[config.mk]
export PLATFORM = sky130hd
export DESIGN_NAME = prg_pixel_sched
export DESIGN_NICKNAME = d
export VERILOG_FILES = /design/src/rtl/prg_pixel_sched.sv
export SDC_FILE = /design/constraint.sdc
export NUM_CORES = 2
export LEC_CHECK = 0
export ABC_AREA = 1
export BUFFER_PORTS_ARGS = -buffer_cell sky130_fd_sc_hd__clkbuf_2
export CAP_MARGIN = 20
export CORE_MARGIN = 1
export CORE_UTILIZATION = 51
export CTS_CLUSTER_SIZE = 8
export DETAILED_ROUTE_END_ITERATION = 7
export PLACE_DENSITY_LB_ADDON = 0.2
export SYNTH_ARGS = -nofsm -noshare
export SYNTH_HDL_FRONTEND = slang
export SYNTH_SLANG_ARGS = --single-unit
[constraint.sdc]
create_clock -name clk -period 15.3 [get_ports clk]
set_input_delay 0.765 -clock clk [delete_from_list [all_inputs] [get_ports clk]]
set_output_delay 0.765 -clock clk [all_outputs]
set_load 0.02 [all_outputs]
[src/rtl/prg_pixel_sched.sv]
`default_nettype none
// ============================================================================
// Module   : prg_pixel_sched
// Purpose  : Primary-ray pixel/sample scheduler. Walks the frame in raster or
//            tiled order, issues (x,y,s) tokens to a fixed-latency datapath,
//            and buffers the returning rays in a credit-protected FIFO.
// Revision : 1.0  initial release
// ============================================================================
module prg_pixel_sched #(
    parameter int NUM_COLS   = 640,
    parameter int NUM_ROWS   = 480,
    parameter int SPP        = 1,
    parameter int TILE_W     = 8,
    parameter int TILE_H     = 8,
    parameter int PIPE_DEPTH = 40,
    parameter int FIFO_DEPTH = 16,
    parameter int DATA_W     = 211,
    localparam int XW = (NUM_COLS > 1) ? $clog2(NUM_COLS) : 1,
    localparam int YW = (NUM_ROWS > 1) ? $clog2(NUM_ROWS) : 1,
    localparam int SW = (SPP > 1) ? $clog2(SPP) : 1
) (
    input  logic              clk,
    input  logic              rst,
    input  logic              start_i,
    input  logic              tile_mode_i,
    input  logic              v0_i,
    output logic              issue_valid_o,
    output logic [XW-1:0]     issue_x_o,
    output logic [YW-1:0]     issue_y_o,
    output logic [SW-1:0]     issue_s_o,
    input  logic              ret_valid_i,
    input  logic [DATA_W-1:0] ret_data_i,
    output logic              out_valid_o,
    output logic [DATA_W-1:0] out_data_o,
    input  logic              out_stall_i,
    output logic              busy_o,
    output logic              done_o,
    output logic              err_o
);

    localparam int AW = (FIFO_DEPTH > 1) ? $clog2(FIFO_DEPTH) : 1;
    localparam int CW = AW + 1;
    localparam int HW = (PIPE_DEPTH > 0) ? $clog2(PIPE_DEPTH + 1) : 1;

    localparam logic [XW-1:0] X_LAST   = XW'(NUM_COLS - 1);
    localparam logic [XW-1:0] TX_LAST  = XW'(NUM_COLS - TILE_W);
    localparam logic [XW-1:0] TW_STEP  = XW'(TILE_W);
    localparam logic [XW-1:0] TW_M1    = XW'(TILE_W - 1);
    localparam logic [YW-1:0] Y_FIRST  = YW'(NUM_ROWS - 1);
    localparam logic [YW-1:0] TY_FIRST = YW'(NUM_ROWS - TILE_H);
    localparam logic [YW-1:0] TH_STEP  = YW'(TILE_H);
    localparam logic [YW-1:0] TH_M1    = YW'(TILE_H - 1);
    localparam logic [SW-1:0] S_LAST   = SW'(SPP - 1);
    localparam logic [CW-1:0] C_FULL   = CW'(FIFO_DEPTH);
    localparam logic [HW-1:0] C_HOLD   = HW'(PIPE_DEPTH);

    typedef enum logic [1:0] {
        S_IDLE  = 2'd0,
        S_RUN   = 2'd1,
        S_DRAIN = 2'd2
    } state_t;

    state_t            state_q, state_d;
    logic              tile_q, tile_d;
    logic [XW-1:0]     x_q, x_d, tx_q, tx_d;
    logic [YW-1:0]     y_q, y_d, ty_q, ty_d;
    logic [SW-1:0]     s_q, s_d;
    logic [CW-1:0]     infl_q, infl_d, cnt_q, cnt_d;
    logic [AW-1:0]     wp_q, rp_q;
    logic [HW-1:0]     hold_q;
    logic              err_q;
    logic [DATA_W-1:0] mem_q [FIFO_DEPTH];

    logic w_hold, w_full, w_pop, w_ret, w_bad, w_wr, w_dec, w_credit, w_issue, w_last;

    assign w_hold   = (hold_q != '0);
    assign w_full   = (cnt_q == C_FULL);
    assign w_pop    = out_valid_o & ~out_stall_i;
    assign w_ret    = ret_valid_i & ~w_hold;
    // A return nobody asked for, or one with nowhere to go, is dropped and flagged.
    assign w_bad    = w_ret & ((w_full & ~w_pop) | (infl_q == '0));
    assign w_wr     = w_ret & ~w_bad;
    assign w_dec    = w_ret & (infl_q != '0);
    assign w_credit = ({1'b0, infl_q} + {1'b0, cnt_q}) < {1'b0, C_FULL};
    assign w_issue  = (state_q == S_RUN) & v0_i & w_credit;
    assign w_last   = (x_q == X_LAST) & (y_q == '0) & (s_q == S_LAST);

    assign infl_d = infl_q + CW'(w_issue) - CW'(w_dec);
    assign cnt_d  = cnt_q + CW'(w_wr) - CW'(w_pop);

    always_comb begin
        state_d = state_q;
        tile_d  = tile_q;
        done_o  = 1'b0;
        case (state_q)
            S_IDLE: begin
                if (start_i && !w_hold) begin
                    state_d = S_RUN;
                    tile_d  = tile_mode_i;
                end
            end
            S_RUN: begin
                if (w_issue && w_last) begin
                    state_d = S_DRAIN;
                end
            end
            S_DRAIN: begin
                if (infl_q == '0 && cnt_q == '0) begin
                    state_d = S_IDLE;
                    done_o  = 1'b1;
                end
            end
            default: state_d = S_IDLE;
        endcase
    end

    always_comb begin
        x_d  = x_q;
        y_d  = y_q;
        s_d  = s_q;
        tx_d = tx_q;
        ty_d = ty_q;
        if (w_issue) begin
            if (w_last) begin
                x_d  = '0;
                y_d  = Y_FIRST;
                s_d  = '0;
                tx_d = '0;
                ty_d = TY_FIRST;
            end else if (s_q != S_LAST) begin
                s_d = s_q + SW'(1);
            end else begin
                s_d = '0;
                if (!tile_q) begin
                    if (x_q == X_LAST) begin
                        x_d = '0;
                        y_d = y_q - YW'(1);
                    end else begin
                        x_d = x_q + XW'(1);
                    end
                end else if (x_q != tx_q + TW_M1) begin
                    x_d = x_q + XW'(1);
                end else if (y_q != ty_q) begin
                    x_d = tx_q;
                    y_d = y_q - YW'(1);
                end else if (tx_q != TX_LAST) begin
                    // next tile to the right, back to its top row
                    tx_d = tx_q + TW_STEP;
                    x_d  = tx_q + TW_STEP;
                    y_d  = ty_q + TH_M1;
                end else begin
                    // first tile of the next tile row down
                    tx_d = '0;
                    x_d  = '0;
                    ty_d = ty_q - TH_STEP;
                    y_d  = ty_q - YW'(1);
                end
            end
        end
    end

    always_ff @(posedge clk) begin
        if (rst) begin
            state_q <= S_IDLE;
            tile_q  <= 1'b0;
            x_q     <= '0;
            y_q     <= Y_FIRST;
            s_q     <= '0;
            tx_q    <= '0;
            ty_q    <= TY_FIRST;
            infl_q  <= '0;
            cnt_q   <= '0;
            wp_q    <= '0;
            rp_q    <= '0;
            hold_q  <= C_HOLD;
            err_q   <= 1'b0;
        end else begin
            state_q <= state_d;
            tile_q  <= tile_d;
            x_q     <= x_d;
            y_q     <= y_d;
            s_q     <= s_d;
            tx_q    <= tx_d;
            ty_q    <= ty_d;
            infl_q  <= infl_d;
            cnt_q   <= cnt_d;
            if (w_wr) begin
                wp_q <= wp_q + AW'(1);
            end
            if (w_pop) begin
                rp_q <= rp_q + AW'(1);
            end
            if (w_hold) begin
                hold_q <= hold_q - HW'(1);
            end
            err_q <= err_q | w_bad;
        end
    end

    always_ff @(posedge clk) begin
        if (w_wr) begin
            mem_q[wp_q] <= ret_data_i;
        end
    end

    assign issue_valid_o = w_issue;
    assign issue_x_o     = w_issue ? x_q : '0;
    assign issue_y_o     = w_issue ? y_q : '0;
    assign issue_s_o     = w_issue ? s_q : '0;
    assign out_valid_o   = (cnt_q != '0);
    assign out_data_o    = out_valid_o ? mem_q[rp_q] : '0;
    assign busy_o        = (state_q != S_IDLE);
    assign err_o         = err_q;

endmodule
`default_nettype wire

; ---- Word-level counts from Yosys, hierarchy flattened
; Memory sizes are Yosys's and may differ from the RTL's. A register that Yosys moved wholly into a read port is not among the register bits.
; Index checks and enable logic that the tools add are counted.
[classes]
n_eq_ne = 15
magnitude_cmp = 1
reduce_logical = 20
n_bitwise = 17
add_sub_neg = 16
n_mux = 40
[op_table]
columns = op, count
row1 = two-way mux 211 bit, 1
row2 = two-way mux 9 bit, 14
row3 = two-way mux 10 bit, 12
row4 = "subtractor 9 x 1 -> 9 bit, second input constant", 2
row5 = "adder 10 x 1 -> 10 bit, second input constant", 1
row6 = "adder 10 x 3 -> 10 bit, second input constant", 1
row7 = "adder 10 x 4 -> 10 bit, second input constant", 1
row8 = adder 5 x 1 -> 5 bit, 2
row9 = bitwise AND 1 bit, 10
row10 = "equality test 10 bit, second input constant", 1
row11 = zero test 5 bit, 2
row12 = != test 10 bit, 1
row13 = "!= test 10 bit, second input constant", 1
row14 = "!= test 2 bit, second input constant", 5
row15 = nonzero test 5 bit, 2
row16 = subtractor 5 x 1 -> 5 bit, 2
row17 = "adder 9 x 3 -> 9 bit, second input constant", 1
row18 = zero test 9 bit, 1
row19 = != test 9 bit, 1
row20 = "subtractor 9 x 4 -> 9 bit, second input constant", 1
row21 = "adder 4 x 1 -> 4 bit, second input constant", 2
row22 = two-way mux 4 bit, 2
row23 = AND reduction 4 bit, 2
row24 = two-way mux 1 bit, 7
row25 = 22 further kinds, 34
[totals]
ff_bits = 67
mem_count = 1
in_bits = 218
elab_cells = 123
ram_bits = 3376
[memory_table]
columns = name, words, word_bits, read_ports, rd_clocked_by_memory_dff, write_ports, line
row1 = mem_q, 16, 211, 1, 1, 1, 72  ; logic [DATA_W-1:0] mem_q [FIFO_DEPTH];

; ---- Logic depth before layout (Yosys ltp)
[depth]
depth_word = 10
depth_mapped = 17
ltp_nobuf = 17

; ---- Worst setup path after synthesis
; No wires, ideal clock.
[synth_timing]
path_kind = reg-to-reg
start = register hold_q[0]
end = memory mem_q[11][0] (enable)
path_stages_with_launch = 11
period_less_slack_ps = 10853
path_buffers = 0
setup_ps = 786
required_time_ps = 14514
arrival_ps = 10067
setup_slack_ps = 4447
path_cell_list = dfxtp_1 inv_1 ha_1 nand3_1 inv_1 nand2_1 inv_1 nand3_1 inv_1 nand3_1 nor2_1
[synth_between]
elab_chain_len = 8
[synth_lines]
columns = item, line
row1 = start: declaration, 70  ; logic [HW-1:0] hold_q;
row2 = start signal: assignment, 194  ; hold_q <= hold_q - HW'(1);
row3 = nonzero test 6 bit *, 76  ; assign w_hold = (hold_q != '0);
row4 = inverter 1 bit *, 79  ; assign w_ret = ret_valid_i & ~w_hold;
row5 = bitwise AND 1 bit *, 79
row6 = bitwise AND 1 bit, 81  ; assign w_bad = w_ret & ((w_full & ~w_pop) | (infl_q == '0));
row7 = inverter 1 bit, 82  ; assign w_wr = w_ret & ~w_bad;
row8 = bitwise AND 1 bit *, 82
row9 = two-way mux 1 bit *, 201  ; if (w_wr) begin
row10 = two-way mux 1 bit (implied by the code) *, 202  ; mem_q[wp_q] <= ret_data_i;
row11 = end: declaration, 72
; Every way passes the cells marked *; elsewhere a longest branch is shown, timed or not.

==> flow_summary_export.csv <==
group,metric,value,unit
status,status,"completed",
setup_path,rr_endpoint,"mem_q[2][110]",
global_route,grt_pass1_wl,547000,um
clock_tree,path_clk_slew,0.05,ns
min_path,worstHoldPathType,"in -> reg",
clock_tree,cts_num_sinks,3443,
floorplan,die_height,517,um
setup_path,max_stage_delay,0.92,ns
setup_path,cp_top_family,"buffers and inverters",
yosys,synth_top_family_by_area,"compound AO/OA/AOI/OAI gates",
yosys,synth_nets,10000,
yosys,synth_warnings,0,
detailed_routing,post_drt_wl_per_cell,27.3,um
global_route,grt_max_degree,278,
floorplan,fp.dieW,517,um
setup_path,path_cells,"buf_4 -> buf_4 -> buf_4 -> buf_12 -> o21ai_0 -> o221ai_1 -> nand3_1 -> a21oi_1 -> clkbuf_2",
layout,filler_cell_count,20400,
clock_tree,clk_latency,0.97,ns
pwr,pwr-share-seq,43.0,%
pwr,ir_worst_vdd,0.150,mV
detailed_routing,drc,0,
placed_design,place_inst,13100,
clock_tree,post_cts_buffers,0,
setup_path,slowest_stage,"dfxtp_4",
yosys,synth_compound_area_share,13.7,%
placed_design,placed_area,0.140,mm^2
clock_tree,hold_buffers,0,
clock_tree,numCtsBuffers,469,
sta,setup_ws,7.69,ns
flow_run,maxCapViolations,0,
layout,areaGrowthSynthToFinish,13.0,%
sta,final.setup.tns,0,ns
setup_path,r2r_start,"hold_q[0]",
detailed_routing,dr_total_vias,86900,
setup_path,worstPathMaxFanout,277,
placed_design,place_ws,8.83,ns
global_route,antenna_found_initial,70,
global_route,grt_pass1_vias,85200,
yosys,synth_seq_cells,3443,
yosys,syn_area,0.135,mm^2
pwr,p_int,17.0,mW
yosys,synth_edf_count,3376,
pwr,swShare,29.9,%
detailed_routing,viasPerCell,6.34,
pwr,combPwrFrac,19.6,%
yosys,synth-simple-area-share,7.01,%
layout,final_core_util,58.1,%
yosys,syn_inst,9776,
global_route,overflow,0,
yosys,synth_cell_types,55,
pwr,power,24.3,mW
yosys,ys_seq_area_share,76.0,%
sta,finalMaxSlewViolations,0,
detailed_routing,ant_nets,0,
min_path,min-delay-start,"tile_mode_i",
sta,slew_headroom,13.7,%
min_path,whs_endpoint,"tile_q",
yosys,netlist.area_leader.share,75.0,%
layout,design_area,0.153,mm^2
placed_design,portBuffers,452,
clock_tree,cts_resized,0,
floorplan,initial_utilization,51.4,%
placed_design,dp_hpwl,176000,um
layout,drive_above_1_share,11.5,%
yosys,synth_xor_area_share,0.181,%
sta,max_freq,0.131,GHz
floorplan,die-area,0.267,mm^2
yosys,synthArstFlopShare,0,%
setup_path,cp.required,14.53,ns
yosys,synth_mux_area_share,0,%
yosys,yosys-top-cells-count,"3,376 x edfxtp_1, 1,817 x nor2_1, 1,697 x o21ai_0, 613 x o221ai_1, 486 x clkbuf_1",
yosys,synthFlopType,"edfxtp_1",
floorplan,core,0.263,mm^2
yosys,synth_top_cell_by_area,"edfxtp_1",
sta,tightest_slew,1.29,ns
clock_tree,clockBufferDepth,4,
clock_tree,cts_tree,"done",
setup_path,criticalPathCategory,"reg -> out",
sta,fin_skew,0.0440,ns
min_path,hold_depth,3,
yosys,synthAdderAreaFrac,0.363,%
layout,final_cells,13700,
setup_path,critPathBufInv,5,
sta,finalSetupViolCount,0,
pwr,p_switching,7.26,mW
pwr,power_density,159,mW/mm^2
detailed_routing,first_pass_iters,7,
pwr,power.share.clock,37.4,%
setup_path,start_kind,"flip-flop",
setup_path,r2r.worst_path.cells,13,
setup_path,crit_top_cell,"buf_4",
pwr,power.static_leakage,48.8,nW
floorplan,pin_count,454,
detailed_routing,wl,373000,um
detailed_routing,drt_iter0_drc,9684,
sta,rsz0062_at_grt,"false",
clock_tree,htreeDepth,5,
yosys,synth.avg_cell_area,13.8,um^2
floorplan,rows,188,
global_route,grt_usage,27.4,%
sta,period_share,49.7,%
yosys,yosysMostFrequentCell,"edfxtp_1",
clock_tree,ctsRootBufferMaster,"clkbuf_16",
sta,hold_viol,0,
yosys,synthTopCellsByArea,"edfxtp_1 75%, o21ai_0 6.3%, nor2_1 5.0%",
setup_path,reg2reg_slack,9.64,ns
sta,holdWs,0.128,ns
setup_path,end_kind,"output port",
placed_design,gp_congestion,0.831,
setup_path,arrival,6.84,ns
sta,fin_crit,7.61,ns
layout,nNetsFinal,10300,
-- layout by cell type (no fill, tap or decap), types with 4 or more instances in the layout --
cell	n
buf_4	105
xor2_1	22
clkbuf_1	29
inv_6	5
o21ai_1	23
inv_1	97
nor2_2	5
nand4_1	8
nand2_2	6
nand3_1	270
clkbuf_2	452
o211ai_1	237
a21oi_1	246
o221ai_1	613
nand2_1	199
clkinv_16	13
nor3_1	9
buf_12	23
nand3_4	4
o21ai_0	1697
a21oi_2	5
clkinv_8	5
buf_16	6
inv_8	4
dfxtp_1	63
clkbuf_16	472
dfxtp_4	4
diode_2	33
inv_2	10
xnor2_1	6
nand2_4	7
nor2_1	1801
ha_1	36
o22ai_1	231
edfxtp_1	3376
nor2_4	21
-- sequential cells by signal (all words and copies together) (netlist names), named ones only --
register / cells
cnt_q: 5
err_o: 1
hold_q: 6
infl_q: 5
mem_q: 3376
rp_q: 4
state_q: 2
tile_q: 1
tx_q: 10
ty_q: 6
wp_q: 4
x_q: 10
y_q: 9
-- area by class of cell --
type | count | area [um^2] | area share (%)
Tap cell | 3515 | 4400 | 2.88
Clock inverter | 27 | 556 | 0.364
Inverter | 116 | 522 | 0.342
Sequential cell | 3443 | 103000 | 67.2
Multi-Input combinational cell | 5474 | 28900 | 18.9
Timing Repair Buffer | 586 | 3680 | 2.41
Antenna cell | 33 | 82.6 | 0.0541
Clock buffer | 502 | 11900 | 7.81
-- power groups by stage --
stage | clock network (mW) | logic, mW | registers [mW]
floorplan | 0 | 2.98 | 10.6
global placement | 0 | 4.59 | 10.6
detailed placement | 0 | 4.69 | 10.6
CTS | 9.21 | 4.70 | 10.4
global route | 9.57 | 5.14 | 10.4
finish | 9.08 | 4.76 | 10.4
-- kinds of logic after synthesis --
| family | after synthesis |
|---|---|
| DFF | 3443 |
| AOI/OAI and AO/OA | 3060 |
| and+or+nand+nor | 2347 |
| buffers and inverters | 859 |
| adders and majority gates | 38 |
| xor gates and xnor gates | 28 |
| other | 1 |
-- per-layer routing --
layer	routed length [um]	track usage [%]	share of wire, %	up-vias
met5	379	0	0.10	-
met1	151000	37.2	41	44200
li1	-	-	-	37900
met3	35600	6.22	9.5	779
met4	10700	8.69	2.9	58
met2	175000	44.1	47	3879
-- worst min-delay path: stages --
cell	delay [ns]
clkbuf_2	0.08
o21ai_0	0.08
a21oi_1	0.10
-- worst max path at each step --
stage | slack, ns | cells past startpoint | endpoint
after floorplan | 4.45 | 10 | mem_q[11][0]
after global placement | 8.89 | 9 | out_data_o[147]
after detailed placement | 8.83 | 9 | out_data_o[147]
after CTS | 7.81 | 9 | out_data_o[147]
after global routing | 7.46 | 9 | out_data_o[112]
final | 7.69 | 9 | out_data_o[99]
(Power assumes the default switching activity.)
